<file path="src/rtl/cpu2021_pkg.sv">
// ----------------------------------------------------------------------------
// cpu2021_pkg
// Shared definitions for the RAM port arbiter slice.
//   AW, DW      : default RAM address / data widths (8K x 16 macro)
//   PRIO_FIXED  : arbitration mode, port 0 always wins a contest
//   PRIO_RR     : arbitration mode, the port not granted last wins a contest
//   arb_state_t : arbiter FSM states (open contest / locked to port 0 / port 1)
// ----------------------------------------------------------------------------
package cpu2021_pkg;

  localparam int AW = 13;
  localparam int DW = 16;

  localparam int PRIO_FIXED = 0;
  localparam int PRIO_RR    = 1;

  typedef enum logic [1:0] {
    IDLE = 2'd0,
    OWN0 = 2'd1,
    OWN1 = 2'd2
  } arb_state_t;

endpackage

</file>
<file path="src/rtl/ram_port_arbiter_if.sv">
// ----------------------------------------------------------------------------
// ram_port_arbiter_if
// One requester port of the RAM arbiter.
//   req / we / addr / wdata / lock : request side, driven by the requester
//   gnt    : access accepted this cycle when req & gnt (combinational)
//   rvalid : read data for this port's accepted read is on rdata
//   rdata  : RAM read data, qualified by rvalid
// Modports: master = requester side, slave = arbiter side.
// ----------------------------------------------------------------------------
interface ram_port_arbiter_if
  #(parameter int AW = cpu2021_pkg::AW,
    parameter int DW = cpu2021_pkg::DW);

  logic          req;
  logic          we;
  logic [AW-1:0] addr;
  logic [DW-1:0] wdata;
  logic          lock;
  logic          gnt;
  logic          rvalid;
  logic [DW-1:0] rdata;

  modport master (output req, we, addr, wdata, lock,
                  input  gnt, rvalid, rdata);

  modport slave  (input  req, we, addr, wdata, lock,
                  output gnt, rvalid, rdata);

endinterface

</file>
<file path="src/rtl/arb_pick2.sv">
// ----------------------------------------------------------------------------
// arb_pick2
// Combinational winner selection between two eligible requests.
//   MODE : PRIO_FIXED (port 0 wins ties) or PRIO_RR (port != last wins ties)
//   req  : eligible requests, bit N = port N
//   last : index of the port granted most recently
//   gnt  : one-hot (or zero) grant, never set without the matching req bit
// ----------------------------------------------------------------------------
module arb_pick2
  import cpu2021_pkg::*;
  #(parameter int MODE = PRIO_RR)
  (input  logic [1:0] req,
   input  logic       last,
   output logic [1:0] gnt);

  always_comb begin
    // NOTE: every output of an always_comb gets a default first, so no path
    // leaves it unassigned and no latch is inferred.
    gnt = req;
    if (req == 2'b11) begin
      if (MODE == PRIO_FIXED) begin
        gnt = 2'b01;
      end else begin
        gnt = last ? 2'b01 : 2'b10;
      end
    end
  end

endmodule

</file>
<file path="src/rtl/ram_port_arbiter.sv">
// ----------------------------------------------------------------------------
// ram_port_arbiter
// Shares the single-port program/data RAM between the CPU core (port 0) and
// the host loader / debug port (port 1). One access per cycle, read data
// returned to the issuing port one cycle later, optional lock to keep
// ownership across a sequence of accesses.
//   clk, rst   : clock, synchronous active-high reset
//   m0, m1     : requester ports (ram_port_arbiter_if.slave)
//   ram_addr   : RAM address, 0 when nothing is granted
//   ram_wdata  : RAM write data, 0 unless a write is granted
//   ram_wrEn   : RAM write enable, granted port's we
//   ram_rdata  : RAM read data, valid one cycle after a read address
// ----------------------------------------------------------------------------
module ram_port_arbiter
  import cpu2021_pkg::*;
  #(parameter int AW        = cpu2021_pkg::AW,
    parameter int DW        = cpu2021_pkg::DW,
    parameter int PRIO_MODE = PRIO_RR)
  (input  logic                 clk,
   input  logic                 rst,
   ram_port_arbiter_if.slave    m0,
   ram_port_arbiter_if.slave    m1,
   output logic [AW-1:0]        ram_addr,
   output logic [DW-1:0]        ram_wdata,
   output logic                 ram_wrEn,
   input  logic [DW-1:0]        ram_rdata);

  arb_state_t state_q, state_d;
  logic       last_q;
  logic       rd_pend_q;
  logic       rd_owner_q;

  logic [1:0] elig;
  logic [1:0] pick;
  logic [1:0] gnt;
  logic       sel_we;

  // A locked owner masks the other port out of the contest entirely.
  always_comb begin
    elig = 2'b00;
    unique case (state_q)
      IDLE:    elig = {m1.req, m0.req};
      OWN0:    elig = {1'b0,   m0.req};
      OWN1:    elig = {m1.req, 1'b0};
      default: elig = 2'b00;
    endcase
  end

  arb_pick2 #(.MODE(PRIO_MODE)) u_pick (
    .req  (elig),
    .last (last_q),
    .gnt  (pick)
  );

  // Grants are suppressed while reset is held so the RAM sees no access.
  always_comb begin
    gnt     = rst ? 2'b00 : pick;
    state_d = state_q;
    unique case (state_q)
      IDLE: begin
        if (gnt[0] && m0.lock)      state_d = OWN0;
        else if (gnt[1] && m1.lock) state_d = OWN1;
      end
      // In OWNn the owner is always granted when it requests, so leaving
      // covers both an unlocked access and a dropped request.
      OWN0:    state_d = (gnt[0] && m0.lock) ? OWN0 : IDLE;
      OWN1:    state_d = (gnt[1] && m1.lock) ? OWN1 : IDLE;
      default: state_d = IDLE;
    endcase
  end

  // NOTE: state registers use non-blocking assignments so every flop samples
  // the pre-edge values, independent of statement order.
  always_ff @(posedge clk) begin
    if (rst) begin
      state_q    <= IDLE;
      last_q     <= 1'b1;
      rd_pend_q  <= 1'b0;
      rd_owner_q <= 1'b0;
    end else begin
      state_q <= state_d;
      if (|gnt) last_q <= gnt[1];
      rd_pend_q  <= (|gnt) && !sel_we;
      rd_owner_q <= gnt[1];
    end
  end

  // RAM mux: at most one grant bit is set, so gnt[1] selects the port.
  always_comb begin
    sel_we    = gnt[1] ? m1.we : m0.we;
    ram_wrEn  = (|gnt) && sel_we;
    ram_addr  = '0;
    ram_wdata = '0;
    if (|gnt) ram_addr = gnt[1] ? m1.addr : m0.addr;
    if (ram_wrEn) ram_wdata = gnt[1] ? m1.wdata : m0.wdata;
  end

  assign m0.gnt    = gnt[0];
  assign m1.gnt    = gnt[1];
  assign m0.rvalid = rd_pend_q && !rd_owner_q;
  assign m1.rvalid = rd_pend_q &&  rd_owner_q;
  assign m0.rdata  = ram_rdata;
  assign m1.rdata  = ram_rdata;

endmodule
</file>
<file path="src/flat_wrapper.sv">
// flat-port wrapper written by rule: the top's interface ports become plain ports
module ram_port_arbiter_flat import cpu2021_pkg::*;
#(parameter int AW        = cpu2021_pkg::AW,
    parameter int DW        = cpu2021_pkg::DW,
    parameter int PRIO_MODE = PRIO_RR)
  (clk, rst, ram_addr, ram_wdata, ram_wrEn, ram_rdata, m0_req, m0_we, m0_addr, m0_wdata, m0_lock, m0_gnt, m0_rvalid, m0_rdata, m1_req, m1_we, m1_addr, m1_wdata, m1_lock, m1_gnt, m1_rvalid, m1_rdata);
  ram_port_arbiter_if #(.AW(AW), .DW(DW)) m0_i ();
  ram_port_arbiter_if #(.AW(AW), .DW(DW)) m1_i ();
  input  logic clk;
  input  logic rst;
  output logic [AW-1:0] ram_addr;
  output logic [DW-1:0] ram_wdata;
  output logic ram_wrEn;
  input  logic [DW-1:0] ram_rdata;
  input wire logic [$bits(m0_i.req)-1:0] m0_req;
  input wire logic [$bits(m0_i.we)-1:0] m0_we;
  input wire logic [$bits(m0_i.addr)-1:0] m0_addr;
  input wire logic [$bits(m0_i.wdata)-1:0] m0_wdata;
  input wire logic [$bits(m0_i.lock)-1:0] m0_lock;
  output wire logic [$bits(m0_i.gnt)-1:0] m0_gnt;
  output wire logic [$bits(m0_i.rvalid)-1:0] m0_rvalid;
  output wire logic [$bits(m0_i.rdata)-1:0] m0_rdata;
  input wire logic [$bits(m1_i.req)-1:0] m1_req;
  input wire logic [$bits(m1_i.we)-1:0] m1_we;
  input wire logic [$bits(m1_i.addr)-1:0] m1_addr;
  input wire logic [$bits(m1_i.wdata)-1:0] m1_wdata;
  input wire logic [$bits(m1_i.lock)-1:0] m1_lock;
  output wire logic [$bits(m1_i.gnt)-1:0] m1_gnt;
  output wire logic [$bits(m1_i.rvalid)-1:0] m1_rvalid;
  output wire logic [$bits(m1_i.rdata)-1:0] m1_rdata;
  assign m0_i.req = m0_req;
  assign m0_i.we = m0_we;
  assign m0_i.addr = m0_addr;
  assign m0_i.wdata = m0_wdata;
  assign m0_i.lock = m0_lock;
  assign m0_gnt = m0_i.gnt;
  assign m0_rvalid = m0_i.rvalid;
  assign m0_rdata = m0_i.rdata;
  assign m1_i.req = m1_req;
  assign m1_i.we = m1_we;
  assign m1_i.addr = m1_addr;
  assign m1_i.wdata = m1_wdata;
  assign m1_i.lock = m1_lock;
  assign m1_gnt = m1_i.gnt;
  assign m1_rvalid = m1_i.rvalid;
  assign m1_rdata = m1_i.rdata;
  ram_port_arbiter #(.AW(AW), .DW(DW), .PRIO_MODE(PRIO_MODE)) u_core (.clk(clk), .rst(rst), .m0(m0_i), .m1(m1_i), .ram_addr(ram_addr), .ram_wdata(ram_wdata), .ram_wrEn(ram_wrEn), .ram_rdata(ram_rdata));
endmodule
</file>
<file path="config.mk">
export PLATFORM = sky130hd
export DESIGN_NAME = ram_port_arbiter_flat
export DESIGN_NICKNAME = d
export VERILOG_FILES = /design/src/rtl/cpu2021_pkg.sv /design/src/rtl/ram_port_arbiter_if.sv /design/src/rtl/arb_pick2.sv /design/src/rtl/ram_port_arbiter.sv /design/src/flat_wrapper.sv
export SDC_FILE = /design/constraint.sdc
export NUM_CORES = 1
export LEC_CHECK = 0
export CAP_MARGIN = 5
export CORE_MARGIN = 2
export CORE_UTILIZATION = 30
export DETAILED_ROUTE_END_ITERATION = 16
export PLACE_DENSITY = 0.85
export SKIP_CTS_REPAIR_TIMING = 1
export SYNTH_ARGS = -nofsm -noshare
export SYNTH_HDL_FRONTEND = slang
export SYNTH_SLANG_ARGS = --single-unit
</file>
<file path="constraint.sdc">
create_clock -name clk -period 2.8 [get_ports clk]
set_input_delay 0.56 -clock clk [delete_from_list [all_inputs] [get_ports clk]]
set_output_delay 0.56 -clock clk [all_outputs]
set_load 0.03 [all_outputs]
</file>
[After elaboration in Yosys (flattened, before gate mapping)]
Index checks and enable logic that the tools add are counted.
Word-level totals
  bits of input ports: 82
  latch bits: 0
  memory bits (writable): 0
  flip-flop bits (word level): 5
  memories: 0
  output and inout port bits: 66
  word-level logic and storage cells: 32
  ROM bits: 0
Operators by class
  magnitude comparators: 0
  add/subtract/negate cells: 0
  bitwise logic cells: 0
  reduce and logical (&&, ||, !) cells: 10
  div/mod/pow operators: 0
  equal/unequal tests: 4
  shifts and indexed selects: 0
  multipliers: 0
  multiplexer cells: 14
Operators by type and width (number)
  $mux 16: 2
  $mux 13: 2
  $mux 2: 6
  $pmux 2 s3: 2
  $logic_and 1x1->1: 6
  $eq 2x2->1 const B: 2
  $ne 3x1->1 const B: 1
  $eq 2x1->1 const B: 1
  $logic_not 1->1: 2
  $logic_not 2->1: 1
  $mux 1: 2
  $reduce_or 2->1: 1

[Depth between registers and ports, before layout]
Gate-level depths: netlist of run 1.
  depth in word-level cells: 9
  mapped depth: 6
  gate-level depth less buffers: 3

[Cells and area by module]
A second synthesis of run 1 with hierarchy kept.
Second synthesis, totals
  cell total of the unflattened synthesis: 112
  area total of the unflattened synthesis: 1013.5 um^2
By module, submodules not included
  ram_port_arbiter: seq. area each 100.1 um^2, cells an instance 109, area each 994.7 um^2, times used 1
  arb_pick2: seq. area each 0.0 um^2, cells an instance 3, area each 18.8 um^2, times used 1

[Worst setup path after synthesis of run 1]
No wires, ideal clock.
  path kind: input -> output
  start point: input port rst
  end point: output port ram_addr[0]
  path slack: 0.161 ns
  required time: 2.240 ns
  cell stages on the path: 5
  arrival: 2.079 ns
  buffers on the path: 2
  cell sequence: buf_6 -> nor3b_4 -> and2_4 -> buf_6 -> o41ai_1
Between the ends
  longest elaborated chain between the ends: 3
  elaborated cells on any way between the ends: 4
  classes of those cells: mux: 3; reduce/logical: 1
RTL lines
  start: declaration: line flat_wrapper.sv:10  | input logic rst;
  $mux 2 *: line ram_port_arbiter.sv:57  | gnt = rst ? 2'b00 : pick;
  $mux 13 or $reduce_or 2->1 (tied branches): line ram_port_arbiter.sv:94  | if (|gnt) ram_addr = gnt[1] ? m1.addr : m0.addr;
  $mux 13 *: line ram_port_arbiter.sv:94
  end: declaration: line flat_wrapper.sv:11  | output logic [AW-1:0] ram_addr;
Every way passes the cells marked *; elsewhere a longest branch is shown, timed or not.

[Worst setup path after layout of run 1]
  start point: input port m0_req
  end point: output port ram_addr[9]
Between the ends
  longest elaborated chain between the ends: 6
  elaborated cells on any way between the ends: 7
  classes of those cells: eq/ne: 1; mux: 5; reduce/logical: 1
RTL lines
  start: declaration: line flat_wrapper.sv:15  | input wire logic [$bits(m0_i.req)-1:0] m0_req;
  $pmux 2 s3 *: line ram_port_arbiter.sv:41  | unique case (state_q)
  $eq 2x2->1: line arb_pick2.sv:20  | if (req == 2'b11) begin
  $mux 2 *: line arb_pick2.sv:20
  $mux 2 *: line ram_port_arbiter.sv:57
  $mux 13 or $reduce_or 2->1 (tied branches): line ram_port_arbiter.sv:94
  $mux 13 *: line ram_port_arbiter.sv:94
Marks and branches as above.

==> metrics, run 1 <==
status=finished clean; first-pass GRT wire length=around 6300 um; Mapped Nets=245; Syn Inst Count=163; clk sinks=5; number of global-route vias before repair=about 1400; final hold viol count=0; die area=~4800 um^2; Placer Congestion=roughly 0.78; Synth Area in Simple Gates=0.213; ANT nets after route=0; drt pass-1 iters=4; Worst Path Max Fanout=9; fin crit share=0.974; largest family of logic cells by synthesized area=buffers and inverters; design area=around 2100 um^2; vias=around 1400; min cycle time layout=about 2700 ps; leakage power=0.948 nW; Final Skew=0.340 ps; Max Cap Viol=0; Crit-path slowest cell=clkdlybuf4s50_1; core area=4060 um^2; XOR/XNOR Fraction of Synth Area=0; Bufs on Longest Clock Path=2; Syn Area/Cell=7.88 um^2; mux share of post-synthesis cell area=0.00780; H-Tree Depth=1; #FFs+latches synth=5; Slew Viols, Final=0; startpoint types=input pin; worst skew pair latency=between 200 and 250 ps; top cell type's share of synthesized area=0.187; cell taking the most area after synthesis=buf_4; antenna violations before repair=0; critical path cell sequence=clkdlybuf4s50_1, buf_4, nand3b_4, and2_4, buf_4, o41ai_4, buf_4; Die X-Extent=just under 70 um; largest cells by area after synthesis=buf_4, o41ai_2, nand3_1; cell mode on critical path=buf_4; Worst Hold Depth=2; Nets=between 300 and 400; Port-buffer cells=99; Req. time, crit path=between 2000 and 2500 ps; pin count of the biggest net entering global routing=33; Crit. End Element=primary output; Seq/Total Area, Yosys=0.0780; Worst Reg2Reg Path Length in Cells=3; endpoints failing setup=0; GRT Total Usage=0.157; Power, Total=0.564 mW; TritonCTS buffer count=3; Area Overhead vs Synth=63.3%; TritonCTS clock tree=done; initial core utilization=0.316; CTS root buffer=clkbuf_8; overall routed net length=roughly 4000 um; Least-Margin Pin Slew=563 ps; Synth Area in Compound Gates=0.344; n_diodes=0; Post-DP HPWL=3200 um; number of distinct library cells after synthesis=26; crit path DAT=2170 ps; Area after DPL=between 2000 and 2500 um^2; number of DRC markers in iteration 0=29; DRC violations left=0; io pins=roughly 150; HP Class=reg -> reg; Max-slew headroom=0.623; wire per inst=approximately 15 um; maximum clock rate=between 0.3 and 0.4 GHz; gr ovfl total=0; Vias/cell=slightly above 5; Peak VDD IR=about 0.14 mV; Adder-Cell Fraction of Synth Area=0; Std-Cell Rows=23; Synth warnings=0; Setup Crit Path Kind=in -> out; Pwr Density=around 270 nW/um^2; mapped cell area=between 1000 and 1500 um^2; Die H=just under 70 um; slowest stage delay, CP=roughly 500 ps; layout cells sized above 1=0.314; Worst-path clk slew=approximately 30 ps
-- flip-flops by register name (all words and copies together), names as in the netlist --
register and cells:
u_core.state_q 2, u_core.last_q 1, u_core.rd_owner_q 1, u_core.rd_pend_q 1
-- cell usage after synthesis (all sizes together) --
cell and count:
and3 2, nand3b 1, dfxtp 5, mux2i 1, nand3 30, nor3b 1, and2 4, o21ai 5
nor2 2, buf 43, a21oi 1, o41ai 13, o32ai 16, and2b 1, inv 30, nor2b 4
clkbuf 4
-- path summary, 6_finish.rpt --
| check | startpoint | end | slack (ps) |
|---|---|---|---|
| setup / recovery | m0_req | ram_addr[9] | 70 |
| hold / removal | u_core.last_q | u_core.last_q | 530 |
| setup reg to reg | u_core.state_q[0] | u_core.rd_pend_q | 1660 |
| hold reg to reg | u_core.last_q | u_core.last_q | 530 |
-- report_power, final --
group / internal [mW] / switching [mW] / total (mW) / leakage, nW
Sequential: 0.0762 / 0.00317 / 0.0794 / 0.0413
Clock: 0.0977 / 0.0346 / 0.132 / 0.0228
Combinational: 0.178 / 0.174 / 0.352 / 0.884
-- routing by layer --
metal	GRT usage	up-vias	wire length (um)	part of all wire
met4	0.0370	0	46	0.011
met5	0	-	0	0
li1	-	675	-	-
met2	0.311	97	2120	0.52
met1	0.168	630	1490	0.37
met3	0.0276	8	421	0.10
-- final cells by class --
class | instances | area (um^2)
repair buffers | 109 | 1030
flip-flops and latches | 5 | 100
inverters | 30 | 113
clock buffers | 4 | 45.0
fillers | 367 | 1960
multi-input cells | 81 | 749
well taps | 50 | 62.6
-- cells by family after synthesis --
group                  count (synthesis)
AO/OA/AOI/OAI                         35
buffers and inverters                 77
flip-flops                             5
multiplexers                           1
AND/OR/NAND/NOR                       45
-- stage by stage --
step           setup WS [ps]  hold slack [ps]  setup TNS, ps  cells   util
3_5_place_dp           -61.7              527           -412    275  0.499
5_1_grt                -1.38              556          -1.38    279  0.516
3_3_place_gp            22.7              515              0    275  0.499
2_1_floorplan            161              497              0    163      -
6_report                73.1              526              0    279  0.516
4_1_cts                -72.8              532           -564    279  0.510
-- worst max-delay path: cells and delay by family --
kind                   cells  cell delay, ps
AOI/OAI and AO/OA          1             300
and+or+nand+nor            2             260
buffers and inverters      4            1040
-- cell usage in the layout, fill, tap and decap left out, types with 5 or more instances in the layout --
cell             netlist  routed
inv_1                 30      30
dfxtp_1                5       5
clkdlybuf4s50_1        0      66
buf_4                 32      39
o32ai_2                9       9
o41ai_2               11      10
nand3_1               30      30
o32ai_1                7       7
(Power assumes the default switching activity.)
==> run 2: changes to the inputs <==
ABC_AREA = 1   (was default)
CORE_UTILIZATION = 27   (was 30)
CTS_BUF_LIST = sky130_fd_sc_hd__clkbuf_16   (was default)
PLACE_DENSITY = 0.84   (was 0.85)
==> run 2 against run 1 <==
Compared with the run above: final area decreased by 9.7%; fmax grew 2.0%; count of clock-buffer cells in the layout shrank 1; synthesized cell count is 20% higher; power increased by 10%; clock skew is 0.87 ps higher; register-to-register slack got worse by 50 ps; hold slack worse by 21 ps; sequential share of layout area rose by 0.51 points; worst setup slack improved by 55 ps; critical path depth is 2 lower; largest cell class unchanged; largest power group unchanged.
==> metrics, run 2 <==
status=finished clean; leakage power=1.00 nW; Slew Viols, Final=0; fin crit share=0.954; number of global-route vias before repair=1191; drt pass-1 iters=4; Crit. End Element=primary output; HP Class=reg -> reg; io pins=148; GRT Total Usage=0.148; Synth top cells by count=nand2_1, buf_4, inv_1; vias=approximately 1300; core area=slightly below 4000 um^2; pin count of the biggest net entering global routing=20; unrepaired setup endpoints after global routing=false; min cycle time layout=2670 ps; critical path cell sequence=clkdlybuf4s50_1, inv_1, o211ai_1, inv_1, clkdlybuf4s50_1; Largest Register=u_core.state_q; slowest stage delay, CP=660 ps; first-pass GRT wire length=between 5000 and 6000 um; Largest register FFs=2; n_diodes=0; Mapped Nets=roughly 280; die area=4590 um^2; largest cells by area after synthesis=buf_4, nand2_1, inv_1; final hold viol count=0; top cell type's share of synthesized area=0.233; #FFs+latches synth=5; initial core utilization=0.278; Req. time, crit path=2240 ps; Placer Congestion=between 0.8 and 0.9; antenna violations before repair=0; Worst Path Max Fanout=3; Worst-path clk slew=around 30 ps; wire per inst=approximately 11 um; Least-Margin Pin Slew=332 ps; Post-synth EDFFs=0; Vias/cell=about 4.3; Seq/Total Area, Yosys=0.0913; most common cell after layout, fill and taps aside=clkdlybuf4s50_1; Peak VDD IR=approximately 0.24 mV; top-count cell post-synth=nand2_1; CTS root buffer=clkbuf_16; Bufs on Longest Clock Path=2; Pwr Density=328 nW/um^2; Syn Area/Cell=between 5 and 6 um^2; number of DRC markers in iteration 0=15; ANT nets after route=0; Place WS=~130 ps; Port-buffer cells=99; Syn Inst Count=196; TritonCTS clock tree=done; Std-Cell Rows=23; Crit-path slowest cell=clkdlybuf4s50_1; Final Skew=1.21 ps; maximum clock rate=roughly 0.37 GHz; crit path DAT=between 2000 and 2500 ps; endpoints failing setup=0; number of distinct library cells after synthesis=20; ys async rst share=0; Main synth FF type=dfxtp_1; setup ws final=roughly 130 ps; gr ovfl total=0; Setup Crit Path Kind=in -> out; Max Cap Viol=0; DRC violations left=0; worst skew pair latency=roughly 230 ps; Synth warnings=0; overall routed net length=between 3000 and 4000 um; Post-DP HPWL=~3000 um; most frequent cells in the layout=clkdlybuf4s50_1, nand2_1, buf_4, inv_1, nor2_1; mapped cell area=between 1000 and 1500 um^2; TritonCTS buffer count=3; Area Overhead vs Synth=72.6%; Nets=347; H-Tree Depth=1; total negative slack=0 ps; clk sinks=5; layout cells sized above 1=0.212; Die H=67.7 um; Die X-Extent=roughly 68 um; Max-slew headroom=0.778; cell taking the most area after synthesis=buf_4; startpoint types=input pin
-- run 2: cell types whose count changed in the layout (fill, tap and decap cells not counted), moves of 8 or more --
cell | previous run | this run
nand2_1 | 0 | 43
nand3_1 | 30 | 22
nor2_1 | 2 | 28
nor2_2 | 0 | 9
o32ai_2 | 9 | 0
o41ai_2 | 10 | 0
-- run 2: cell families after synthesis --
family	synth area share
AO/OA/AOI/OAI	0.0674
AND/OR/NAND/NOR	0.465
flip-flops	0.0913
buffers and inverters	0.377
-- run 2: stage by stage --
stage	std cells	area (um^2)	hold slack, ps	util	power, mW
floorplan	196	1100	469	-	0.324
global route	314	1890	541	0.480	0.657
CTS	314	1890	500	0.480	0.629
global placement	310	1810	507	0.460	0.389
detailed placement	310	1810	495	0.460	0.394
finish	314	1890	504	0.480	0.621
-- run 2: final timing paths --
| path | start | end | slack (ps) | cells past startpoint |
|---|---|---|---|---|
| setup / recovery | rst | m0_gnt | 130 | 5 |
| hold / removal | u_core.last_q | u_core.last_q | 500 | 2 |
| setup reg to reg | u_core.state_q[1] | u_core.last_q | 1610 | 7 |
| hold reg to reg | u_core.last_q | u_core.last_q | 500 | 2 |
-- run 2: cell type report --
type / count / area, um^2
Inverter: 31 / 116
Clock inverter: 1 / 3.75
Clock buffer: 3 / 75.1
Timing Repair Buffer: 104 / 951
Fill cell: 414 / 2050
Sequential cell: 5 / 100
Tap cell: 50 / 62.6
Multi-Input combinational cell: 120 / 583
-- run 2: power by group --
part | internal [mW] | leakage [nW] | total (mW) | switching, mW
clock network | 0.185 | 0.0423 | 0.230 | 0.0451
registers | 0.0759 | 0.0412 | 0.0782 | 0.00229
logic | 0.153 | 0.920 | 0.313 | 0.160
-- run 2: metal layers --
layer	GRT usage	share of wire	vias up
li1	-	-	691
met2	0.304	0.55	85
met3	0.0550	0.11	2
met4	0.0357	0.0031	0
met1	0.132	0.34	563
met5	0	0	-
-- run 2: worst max-delay path, delay by kind of cell --
| kind | cells | cell delay (ps) |
|---|---|---|
| buffers and inverters | 4 | 1440 |
| AOI/OAI and AO/OA | 1 | 110 |
